--- config.mk ---
export PLATFORM = sky130hd
export DESIGN_NAME = div_seq_ctrl
export DESIGN_NICKNAME = d
export VERILOG_FILES = /design/src/rtl/div_ctrl_pkg.sv /design/src/rtl/div_watchdog.sv /design/src/rtl/div_seq_ctrl.sv
export SDC_FILE = /design/constraint.sdc
export NUM_CORES = 1
export LEC_CHECK = 0
export CAP_MARGIN = 20
export CORE_ASPECT_RATIO = 0.9
export CORE_UTILIZATION = 42
export CTS_BUF_LIST = sky130_fd_sc_hd__clkbuf_4 sky130_fd_sc_hd__clkbuf_8
export DETAILED_ROUTE_END_ITERATION = 7
export HOLD_SLACK_MARGIN = 0.03
export PLACE_DENSITY = 0.95
export SYNTH_ARGS = -nofsm -noshare
export SYNTH_HDL_FRONTEND = slang
export SYNTH_HIERARCHICAL = 1
export SYNTH_SLANG_ARGS = --single-unit
export TNS_END_PERCENT = 30
--- constraint.sdc ---
create_clock -name clk -period 5.8 [get_ports clk]
set_clock_uncertainty 0.1 [all_clocks]
set_input_delay 0.58 -clock clk [delete_from_list [all_inputs] [get_ports clk]]
set_output_delay 0.58 -clock clk [all_outputs]
set_load 0.02 [all_outputs]
--- src/rtl/div_ctrl_pkg.sv ---
// Shared types and constants for the divider sequencer.
package div_ctrl_pkg;

  localparam int unsigned DATA_W          = 32;
  localparam int unsigned DIV_RES_W       = 64;
  localparam int unsigned TIMEOUT_DEFAULT = 64;

  localparam logic [DATA_W-1:0] DIV0_LO = 32'hFFFF_FFFF;

  typedef enum logic [1:0] {
    IDLE = 2'd0,
    BUSY = 2'd1,
    DONE = 2'd2
  } state_t;

endpackage

--- src/rtl/div_watchdog.sv ---
// Hang watchdog: cycle counter with synchronous clear/enable and terminal count.
module div_watchdog #(
  parameter int unsigned TIMEOUT_CYCLES = 64,
  parameter int unsigned CNT_W          = 7
) (
  input  logic clk,
  input  logic rst,
  input  logic clr,
  input  logic en,
  output logic tc
);

  logic [CNT_W-1:0] cnt;

  // Count enabled cycles; clear wins over enable.
  always_ff @(posedge clk) begin
    if (rst) begin
      cnt <= '0;
    end else if (clr) begin
      cnt <= '0;
    end else if (en) begin
      cnt <= cnt + CNT_W'(1);
    end
  end

  assign tc = (cnt == CNT_W'(TIMEOUT_CYCLES - 1));

endmodule

--- src/rtl/div_seq_ctrl.sv ---
// Execute-stage sequencer for the multi-cycle divider: operand latch,
// start/annul handshake, F/D/E stall, one-cycle HI/LO presentation,
// flush handling and hang watchdog.
// Optional: DIV_ZERO_FAST_EN resolves a zero divisor in IDLE without
// starting the divider (hi = dividend, lo = all ones).
module div_seq_ctrl
  import div_ctrl_pkg::*;
#(
  parameter int unsigned TIMEOUT_CYCLES = TIMEOUT_DEFAULT,
  parameter int unsigned CNT_W          = 7
) (
  input  logic                 clk,
  input  logic                 rst,
  input  logic                 req_i,
  input  logic                 signed_i,
  input  logic [DATA_W-1:0]    op_a_i,
  input  logic [DATA_W-1:0]    op_b_i,
  input  logic                 flush_i,
  input  logic                 ready_i,
  input  logic [DIV_RES_W-1:0] result_i,
  output logic                 start_o,
  output logic                 annul_o,
  output logic [DATA_W-1:0]    div_a_o,
  output logic [DATA_W-1:0]    div_b_o,
  output logic                 div_signed_o,
  output logic                 stall_o,
  output logic                 done_o,
  output logic [DATA_W-1:0]    hi_o,
  output logic [DATA_W-1:0]    lo_o,
  output logic                 busy_o,
  output logic                 timeout_o
);

  state_t            state, state_nxt;
  logic              accept;
  logic              cap;
  logic [DATA_W-1:0] cap_hi, cap_lo;
  logic              set_to;
  logic              wd_en;
  logic              wd_tc;

  div_watchdog #(
    .TIMEOUT_CYCLES(TIMEOUT_CYCLES),
    .CNT_W         (CNT_W)
  ) u_watchdog (
    .clk(clk),
    .rst(rst),
    .clr(accept),
    .en (wd_en),
    .tc (wd_tc)
  );

  // State register.
  always_ff @(posedge clk) begin
    if (rst) begin
      state <= IDLE;
    end else begin
      state <= state_nxt;
    end
  end

  // Next state and handshake/stall decode; flush beats ready beats watchdog.
  always_comb begin
    state_nxt = state;
    start_o   = 1'b0;
    annul_o   = 1'b0;
    stall_o   = 1'b0;
    done_o    = 1'b0;
    busy_o    = 1'b0;
    accept    = 1'b0;
    cap       = 1'b0;
    cap_hi    = '0;
    cap_lo    = '0;
    set_to    = 1'b0;
    wd_en     = 1'b0;
    case (state)
      IDLE: begin
        if (req_i && !flush_i) begin
          stall_o = 1'b1;
          accept  = 1'b1;
`ifdef DIV_ZERO_FAST_EN
          if (op_b_i == '0) begin
            state_nxt = DONE;
            cap       = 1'b1;
            cap_hi    = op_a_i;
            cap_lo    = DIV0_LO;
          end else begin
            state_nxt = BUSY;
          end
`else
          state_nxt = BUSY;
`endif
        end
      end
      BUSY: begin
        start_o = 1'b1;
        stall_o = 1'b1;
        busy_o  = 1'b1;
        wd_en   = 1'b1;
        if (flush_i) begin
          annul_o   = 1'b1;
          state_nxt = IDLE;
        end else if (ready_i) begin
          cap       = 1'b1;
          cap_hi    = result_i[DIV_RES_W-1:DATA_W];
          cap_lo    = result_i[DATA_W-1:0];
          state_nxt = DONE;
        end else if (wd_tc) begin
          cap       = 1'b1;
          set_to    = 1'b1;
          annul_o   = 1'b1;
          state_nxt = DONE;
        end
      end
      DONE: begin
        done_o    = 1'b1;
        state_nxt = IDLE;
      end
      default: state_nxt = IDLE;
    endcase
  end

  // Operand latch, result capture and sticky timeout flag.
  always_ff @(posedge clk) begin
    if (rst) begin
      div_a_o      <= '0;
      div_b_o      <= '0;
      div_signed_o <= 1'b0;
      hi_o         <= '0;
      lo_o         <= '0;
      timeout_o    <= 1'b0;
    end else begin
      if (accept) begin
        div_a_o      <= op_a_i;
        div_b_o      <= op_b_i;
        div_signed_o <= signed_i;
      end
      if (cap) begin
        hi_o <= cap_hi;
        lo_o <= cap_lo;
      end
      if (set_to) begin
        timeout_o <= 1'b1;
      end
    end
  end

endmodule

==> key figures <==
Status
  • Result of the run: finished clean

Clock network
  • Master cell of the clock root buffer: sky130_fd_sc_hd__clkbuf_8
  • Number of buffers inserted by hold repair at cts: 0
  • Clock tree from TritonCTS: built
  • Clock transition at path regs: 0.07 ns
  • Clock Path Buffers: 2
  • Number of sinks driven by the clock tree: 139
  • Clock latency at the later pin of the worst-skew pair: 0.41 ns
  • Total setup buffers inserted after CTS: 0
  • Htree depth: 4
  • Inserted Clock Buffers: 17
  • # resized after CTS: 0

Synth
  • Flip-flop and latch count after synthesis: 139
  • Share of the yosys chip area belonging to registers: 0.602
  • Total number of yosys warnings: 6
  • Synthesized area per cell: 9.62 um2
  • Top FF cell, synth: sky130_fd_sc_hd__dfxtp_1
  • Library cells used by synthesis: 27
  • Number of flops mapped to enable cells by yosys: 0
  • Adder-Cell Fraction of Synth Area: 0.00270
  • Count leader, synth: sky130_fd_sc_hd__dfxtp_1
  • Largest area contributor in the synthesized netlist: sky130_fd_sc_hd__dfxtp_1
  • Fraction of synthesized area in multiplexers: 0.00216
  • Most area-consuming cells after synthesis: sky130_fd_sc_hd__dfxtp_1, sky130_fd_sc_hd__a22o_1, sky130_fd_sc_hd__nand2_1, sky130_fd_sc_hd__a21oi_1, sky130_fd_sc_hd__buf_2
  • Synth Area in Compound Gates: 0.203
  • Number of instances in the synthesized netlist: 481
  • Synth Area in XOR/XNOR: 0.00757
  • Asr flop ratio synth: 0
  • Synth top cells by count: sky130_fd_sc_hd__dfxtp_1, sky130_fd_sc_hd__nand2_1, sky130_fd_sc_hd__a21oi_1
  • Dominant combinational cell family by area after synthesis: compound AO/OA/AOI/OAI gates
  • Post-synth design cell area: 0.00463 mm2
  • Area share of the leading cell type in the synthesized netlist: 0.602
  • Net count after synthesis: 616
  • Simple-gate area share of the yosys netlist: 0.139

Global routing
  • Via count of the first global-routing pass: 4563
  • All-Layer GR Usage: 0.260
  • Initial antenna violation count: 0
  • Total global routing overflow: 0
  • Wire length of the first global-routing pass: 23000 um
  • Maximum number of pins on one net before global-route repair: 68

Power
  • Switching power share of the total: 0.229
  • Power share of the combinational group: 0.126
  • Switching Power: 0.000486 W
  • Part of the total power dissipated in the clock network: 0.404
  • Power Total: 0.00212 W
  • Leakage power total: 2.88 nW
  • Internal portion of total power: 0.00164 W
  • Sequential group share of total power: 0.470
  • Total power density per cell area: 272 mW/mm2
  • Maximum vdd ir drop: 0.000213 V

Timing
  • Minimum hold slack: 0.354 ns
  • Final TNS setup: 0 ns
  • Period minus WS final: 3.07 ns
  • Max-slew violation total from the final report: 0
  • Final setup violating endpoints: 0
  • Relative slew slack: 0.511
  • Minimum setup slack in the final design: 2.73 ns
  • Final Hold Vio Count: 0
  • RSZ-0062 raised after global routing: false
  • Fmax achieved: 0.326 GHz
  • Fin crit share: 0.529
  • Slew of the pin with the lowest slew margin: 0.732 ns

Drt
  • TritonRoute pass-1 iters: 4
  • Post-detailed-route via-to-cell ratio: 5.11
  • Wire length per cell: 17.2 um
  • Number of vias in the routed layout: 4473
  • Iter 0 DRT Violations: 280
  • Post-route DRC: 0
  • Antenna-violating nets left: 0
  • Post-Route WL: 15100 um

Setup path
  • Critical path required time: 5.12 ns
  • Critical path origin: u_watchdog/cnt[2]$_SDFFE_PP0P_
  • R2R setup slack: 3.47 ns
  • Master of the slowest instance on the critical path: sky130_fd_sc_hd__clkdlybuf4s50_1
  • Category of the most critical setup path: flip-flop to output pin
  • CP arrival: 2.39 ns
  • Worst r2r path cells: 6
  • Maximum fanout count along the critical path: 5
  • Largest stage delay on the critical path: 0.60 ns
  • Setup crit end kind: output pin
  • Reg2reg end: div_b_o[24]$_SDFFE_PP0P_
  • Crit Reg-Reg Startpoint: state[1]$_SDFFE_PP0P_
  • Worst Setup EP: annul_o
  • Kind of start point of the critical path: flip-flop
  • Critical path cell sequence: nand4_1 -> nor3b_1 -> nor2b_1 -> o21a_1 -> clkdlybuf4s50_1

Run
  • Max Cap Viol: 0

Worst hold path
  • Hold path start: div_a_o[1]$_SDFFE_PP0P_
  • Type of the worst min-delay path: flip-flop to flip-flop
  • Hold path depth: 2

Final layout
  • Synthesis-to-finish area growth: 68.6%
  • Share of layout cells above drive strength 1: 0.0589
  • Fin cells: 876
  • Count of inserted antenna diode cells: 0
  • Count of nets after finishing: 870

Floorplanning
  • Starting density of the core: 0.442
  • Area of the core: 0.0105 mm2
  • I/O Pins: 269
  • Site Rows: 35
  • Die Span X: 113 um
  • Die Span Y: 102 um
  • Area enclosed by the die boundary: 0.0114 mm2

Place
  • Final GP Congestion: 0.786
  • Number of port buffers: 268
  • Number of placed cells counting well taps: 843
  • Placed wire-length estimate: 10800 um
  • Post-Place Setup Slack: 2.28 ns
-- state kept, by name (all words and copies together) (netlist names) --
signal and cells:
div_a_o 32, div_b_o 32, hi_o 32, lo_o 32, u_watchdog/cnt 7, state 2
div_signed_o 1, timeout_o 1
-- critical path: cells and delay by family, from the launching register on --
kind,cells,cell delay [ns]
and+or+nand+nor,3,0.82
buffers and inverters,1,0.60
DFF,1,0.43
AOI/OAI and AO/OA,1,0.13
-- through the flow --
step | cell area, um2 | util
2_1_floorplan | 4630 | -
3_3_place_gp | 7290 | 0.697
3_5_place_dp | 7310 | 0.699
4_1_cts | 7760 | 0.741
5_1_grt | 7800 | 0.745
6_report | 7800 | 0.745
-- power by group through the flow --
stage                     combinational [W]  sequential [W]  clock [W]
after detailed placement           0.000264         0.00102          0
after floorplan                   0.0000693         0.00105          0
final                              0.000267        0.000998   0.000859
after global placement             0.000254         0.00102          0
after CTS                          0.000266        0.000998   0.000876
after global routing               0.000283         0.00100   0.000923
-- cell usage in the layout, fill, tap and decap left out, drive strengths merged, types with 4 or more instances in the layout --
master / Yosys / final
a21oi: 71 / 71
a22o: 64 / 64
buf: 21 / 6
bufinv: 0 / 4
clkbuf: 17 / 21
clkdlybuf4s50: 0 / 267
dfxtp: 139 / 139
nand2: 132 / 132
nor2: 10 / 10
-- cell type report --
type | count | area (um2)
Clock inverter | 10 | 165
Clock buffer | 21 | 283
Multi-Input combinational cell | 302 | 1650
Fill cell | 709 | 2670
Sequential cell | 139 | 2780
Tap cell | 129 | 161
Inverter | 2 | 7.51
Timing Repair Buffer | 273 | 2750
-- layer usage --
metal	routed length, um	vias to the layer above	GRT usage
met5	0	-	0
met3	709	29	0.0533
li1	-	2154	-
met4	395	0	0.126
met2	8030	174	0.483
met1	5920	2116	0.285
-- how the worst min path moves through the flow --
| stage | endpoint | slack (ns) |
|---|---|---|
| finish | div_a_o[1]$_SDFFE_PP0P_ | 0.35 |
| global route | div_b_o[21]$_SDFFE_PP0P_ | 0.37 |
| CTS | div_a_o[23]$_SDFFE_PP0P_ | 0.36 |
| detailed placement | div_a_o[13]$_SDFFE_PP0P_ | 0.35 |
| global placement | div_a_o[10]$_SDFFE_PP0P_ | 0.34 |
| floorplan | u_watchdog/cnt[6]$_SDFFE_PP0P_ | 0.36 |
-- cell families after synthesis --
group,after synthesis
and+or+nand+nor,158
DFF,139
AOI/OAI and AO/OA,138
buffers and inverters,40
xor gates and xnor gates,4
muxes,1
adders and majority gates,1
Power figures use the tool's default switching activity.
